[config.mk]
export PLATFORM = sky130hd
export DESIGN_NAME = adder_response_misr
export DESIGN_NICKNAME = d
export VERILOG_FILES = /design/src/rtl/adder_response_misr.sv
export SDC_FILE = /design/constraint.sdc
export NUM_CORES = 1
export LEC_CHECK = 0
export CORE_MARGIN = 2
export CORE_UTILIZATION = 51
export CTS_CLUSTER_DIAMETER = 40
export DETAILED_ROUTE_END_ITERATION = 8
export PLACE_DENSITY = 0.86
export SLEW_MARGIN = 20
export SYNTH_ARGS = -nofsm -noshare
export SYNTH_HDL_FRONTEND = slang
export SYNTH_SLANG_ARGS = --single-unit
[constraint.sdc]
create_clock -name clk -period 4.5 [get_ports clk]
set_input_delay 1.125 -clock clk [delete_from_list [all_inputs] [get_ports clk]]
set_output_delay 1.125 -clock clk [all_outputs]
set_load 0.01 [all_outputs]
[src/rtl/adder_response_misr.sv]
// Response compactor for the 4-bit ripple carry adder: folds {Cout,s3..s0} into a
// MISR over a programmed number of vectors, then compares against a golden signature.
module adder_response_misr #(
  parameter int                 SIG_W = 16,
  parameter logic [SIG_W-1:0]   POLY  = 16'h1021,
  parameter logic [SIG_W-1:0]   SEED  = 16'hFFFF,
  parameter int                 CNT_W = 8
) (
  input  logic             clk,
  input  logic             rst,
  input  logic             start,
  input  logic [CNT_W-1:0] num_vectors,
  input  logic             in_valid,
  input  logic             s0,
  input  logic             s1,
  input  logic             s2,
  input  logic             s3,
  input  logic             Cout,
  input  logic [SIG_W-1:0] golden_sig,
  output logic             busy,
  output logic             done,
  output logic [SIG_W-1:0] signature,
  output logic             match,
  output logic [CNT_W-1:0] vec_count
);

  typedef enum logic [1:0] {IDLE, RUN, DONE} state_t;

  state_t           state;
  logic [CNT_W-1:0] num_lat;
  logic [SIG_W-1:0] d_word;
  logic [SIG_W-1:0] sig_next;
  logic             last_vec;

  assign d_word   = SIG_W'({Cout, s3, s2, s1, s0});
  assign sig_next = {signature[SIG_W-2:0], 1'b0}
                  ^ (signature[SIG_W-1] ? POLY : '0)
                  ^ d_word;
  // num_lat is never zero in RUN, so the minus-one compare cannot underflow
  assign last_vec = (vec_count == CNT_W'(num_lat - 1'b1));

  always_ff @(posedge clk) begin
    if (rst) begin
      state     <= IDLE;
      signature <= SEED;
      vec_count <= '0;
      num_lat   <= '0;
      busy      <= 1'b0;
      done      <= 1'b0;
      match     <= 1'b0;
    end else begin
      case (state)
        IDLE: begin
          done <= 1'b0;
          if (start) begin
            signature <= SEED;
            vec_count <= '0;
            match     <= 1'b0;
            if (num_vectors != '0) begin
              num_lat <= num_vectors;
              busy    <= 1'b1;
              state   <= RUN;
            end else begin
              done  <= 1'b1;
              state <= DONE;
            end
          end
        end
        RUN: begin
          if (in_valid) begin
            signature <= sig_next;
            vec_count <= vec_count + 1'b1;
            if (last_vec) begin
              busy  <= 1'b0;
              done  <= 1'b1;
              state <= DONE;
            end
          end
        end
        DONE: begin
          done  <= 1'b0;
          match <= (signature == golden_sig);
          state <= IDLE;
        end
        default: begin
          busy  <= 1'b0;
          done  <= 1'b0;
          state <= IDLE;
        end
      endcase
    end
  end

endmodule

Word-level counts from Yosys, hierarchy flattened
Index checks and enable logic that the tools add are counted.

cells by class
  add/subtract/negate cells = 2
  eq/ne operators = 8
  multiplexer cells = 24
  bitwise operators = 3
  reduce and logical (&&, ||, !) cells = 10

operators with widths
  kind                   number
  $mux W16               2
  $pmux W16 S2           1
  $eq A16 B16 Y1         1
  $mux W8                2
  $pmux W8 S2            1
  $xor A16 B13 Y16       1
  $xor A16 B5 Y16        1
  $mux W13               1
  $mux W1                9
  $reduce_and A3 Y1      3
  $add A8 B1 Y8 const B  1
  $eq A8 B8 Y1           1
  $mux W2                4
  $ne A2 B2 Y1 const B   4
  $reduce_bool A8 Y1     1
  $sub A8 B1 Y8 const B  1
  $reduce_and A5 Y1      1
  $pmux W1 S2            2
  $pmux W2 S2            1
  $reduce_and A2 Y1      2
  $reduce_bool A2 Y1     2
  $pmux W1 S3            1
  $eq A2 B1 Y1 const B   1
  $eq A2 B2 Y1 const B   1
  2 further kinds        2

word-level totals
  flip-flop bits (word level) = 37
  input port bits = 33
  output and inout bits = 27
  logic and storage cells = 54

Longest topological paths before layout
  depth in word-level cells = 5
  gate-level depth with buffers = 8
  mapped depth without buffers = 7

Worst setup path after synthesis
OpenSTA, ideal clock, no wires.

  path type = input to register
  from = in start
  to = reg num_lat[3]
  setup time = 0.128 ns
  arrival time = 2.087 ns
  data required time = 4.372 ns
  slack = 2.286 ns
  cell stages on the path = 5
  path buffers = 1
  cell sequence = nor3b_2 > a21boi_1 > buf_2 > mux2i_1 > nor2_1

on the way
  longest elaborated chain between the ends = 1

ends and longest elaborated chain
  element                      RTL line  source
  from (decl)                  11        input logic start,
  $reduce_and A3 Y1 (no line)  n/a
  to (signal assigned)         60        num_lat <= num_vectors;
  to (decl)                    30        logic [CNT_W-1:0] num_lat;

Every way passes these cells.
A chain may end at the register's enable or synchronous reset.

Worst setup path after layout
Ends and elaborated chain as after synthesis.

==> metrics.txt <==
Synth area leader=dfxtp_1; max_cap viols=0; sequential share of power=0.441; fill count=293; final wirelength=5180 um; Yosys warning total=0; antenna-violating nets left=0; Reg2Reg Setup Slack=2.46 ns; worst-path maximum fanout=8; switch share=0.258; largest cells by area after synthesis=dfxtp_1, xnor2_1, xor2_1; drt pass-1 iters=4; DRC viols=0; Syn Nets=278; internal power=0.601 mW; #FFs+latches synth=37; worst r2r src=num_lat[0]$_SDFFE_PP0P_; vias in the first global route=1725; Starting Density=0.539; I/O pin count=60; CP startpoint=start; Synth Instances=243; gpl congestion=0.836; CTS tree=built; Leakage Power=1.07 nW; Seq/Total Area, Yosys=0.367; worst slew pin tran=0.850 ns; # diodes=0; TritonCTS buffer count=5; logic gate share of total power=0.189; Startpoint Class=input pin; Core ar.=0.00374 sq mm; Yosys top cell area share=0.367; type of the worst setup path=in2reg; kind of end point of the critical path=flip-flop; Area Overhead vs Synth=36.6%; total global routing track utilization=0.248; chip height=66.9 um; via count=1933; Rel. slew slack=0.431; Hold Buf Count CTS=0; Clk Latency, worst-skew pair=0.29 ns; Finish-stage setup viols=0; clock sinks=37; grt ovf=0; Via density=5.55; unrepaired setup endpoints after global routing=false; root buffer cell=clkbuf_8; Final TNS setup=0 ns; # H-tree levels=2; Setup Buffers After CTS=0; initial antenna violation count=0; Most used DFF post-synth=dfxtp_1; clock share of power=0.370; VDD IR-drop max=0.000379 V; final hold violation count=0; worst reg2reg path endpoint=state[1]$_SDFFE_PP0P_; largest net degree at the start of global routing=19; outcome=finished, final reports clean; crit path to=num_lat[3]$_SDFFE_PP0P_; Hold WC Path Type=reg2reg; dpl hpwl=3820 um; Slew Viols, Final=0; WP data arrival=2.89 ns; Worst EP required=4.66 ns; highest-count cells in the layout ignoring fill and taps=clkdlybuf4s50_1, dfxtp_1, nand2_1; Post-synth EDFFs=0; layout cells sized above 1=0.0633; pwr/cell area=293 mW/mm^2; commonest non-fill, non-tap cell in the layout=clkdlybuf4s50_1; NetSw=0.208 mW; syn_area_per_cell=8.31 sq um; Nets=334; Worst Skew=0.00629 ns; I/O Buffers=59; crit share post-route=0.607; FP Rows=22; Max Clk Rate=366 MHz; global-route wire length before repair=8220 um; DR WL/cell=14.9 um; CTS Buffer Depth=2; die width=66.9 um; min Tclk post-route=2.73 ns; Resize count post-CTS=0; DIE AREA=0.00448 sq mm; Reg clk slew, reported paths=0.08 ns; post-layout utilization of the core=0.737; Post-Synthesis Cell Area=0.00202 sq mm; FFs w/ async S/R, synth=0; reg2reg path depth=7; starting DRC count in detailed routing=183; Distinct cells, synth=45
-- Yosys cell counts (2+ instances only) --
library cell  number
inv_2              2
mux2i_1            6
or4_1              2
o21ai_1           11
xnor2_1           22
o211a_1            2
nor3_1             4
nor2_1            24
nor4_1             5
ha_1               2
nand2_1           27
nand3_1           22
nand2b_1           6
and3_1             5
or2_1              2
clkbuf_1          10
dfxtp_1           37
nand4_1            4
xor2_1            15
a21oi_1            6
inv_1              5
-- routing by layer --
metal  share of wire  global-route usage  vias to the layer above
li1                -                   -                      952
met1            0.42               0.312                      901
met2            0.49               0.409                       69
met3           0.069              0.0676                       11
met4           0.017              0.0791                        0
met5               0                   0                        -
-- critical path, cell delays in order --
cell,delay [ns]
clkdlybuf4s50_1,0.49
nor3b_2,0.38
a21boi_1,0.37
buf_4,0.25
mux2i_1,0.22
nor2_1,0.06
-- cell type report --
class,count,area [sq um],share of cell area
multi-input combinational,187,1210,0.437
sequential,37,741,0.268
timing repair buffer,61,606,0.220
clock buffer,6,82.6,0.0299
tap,48,60.1,0.0218
clock inverter,2,37.5,0.0136
inverter,7,26.3,0.00952
-- worst min path at each step --
stage                             from                 endpoint  cells after the start
2_1_floorplan  num_lat[7]$_SDFFE_PP0P_  num_lat[7]$_SDFFE_PP0P_                      2
3_3_place_gp        match$_SDFFE_PP0P_       match$_SDFFE_PP0P_                      2
3_5_place_dp        match$_SDFFE_PP0P_       match$_SDFFE_PP0P_                      2
4_1_cts             match$_SDFFE_PP0P_       match$_SDFFE_PP0P_                      2
5_1_grt             match$_SDFFE_PP0P_       match$_SDFFE_PP0P_                      2
6_report            match$_SDFFE_PP0P_       match$_SDFFE_PP0P_                      2
-- logic make-up after synthesis --
group / synth area share
compound gates: 0.121
xor+xnor: 0.160
fa+ha+maj: 0.0124
buf+inv: 0.0359
flops: 0.367
mux: 0.0297
simple gates: 0.274
-- per-stage QoR --
step	hold WS [ns]	area (sq um)	setup WS, ns	std cells	power, mW
3_5_place_dp	0.461	2640	1.51	340	0.515
4_1_cts	0.467	2760	1.81	348	0.813
5_1_grt	0.499	2760	1.68	348	0.846
2_1_floorplan	0.480	2020	2.29	243	0.451
6_report	0.468	2760	1.77	348	0.809
3_3_place_gp	0.450	2640	1.60	340	0.510
-- state kept, by name (all words and copies together) (netlist names) --
signal	cells
match	1
vec_count	8
signature	16
state	2
busy	1
done	1
num_lat	8
-- power by group through the flow --
stage,sequential [mW],clock [mW],combinational [mW]
after floorplan,0.363,0,0.0883
after global placement,0.364,0,0.147
after detailed placement,0.364,0,0.150
after CTS,0.357,0.303,0.152
after global routing,0.359,0.319,0.168
final,0.357,0.299,0.153
(Power assumes the default switching activity.)
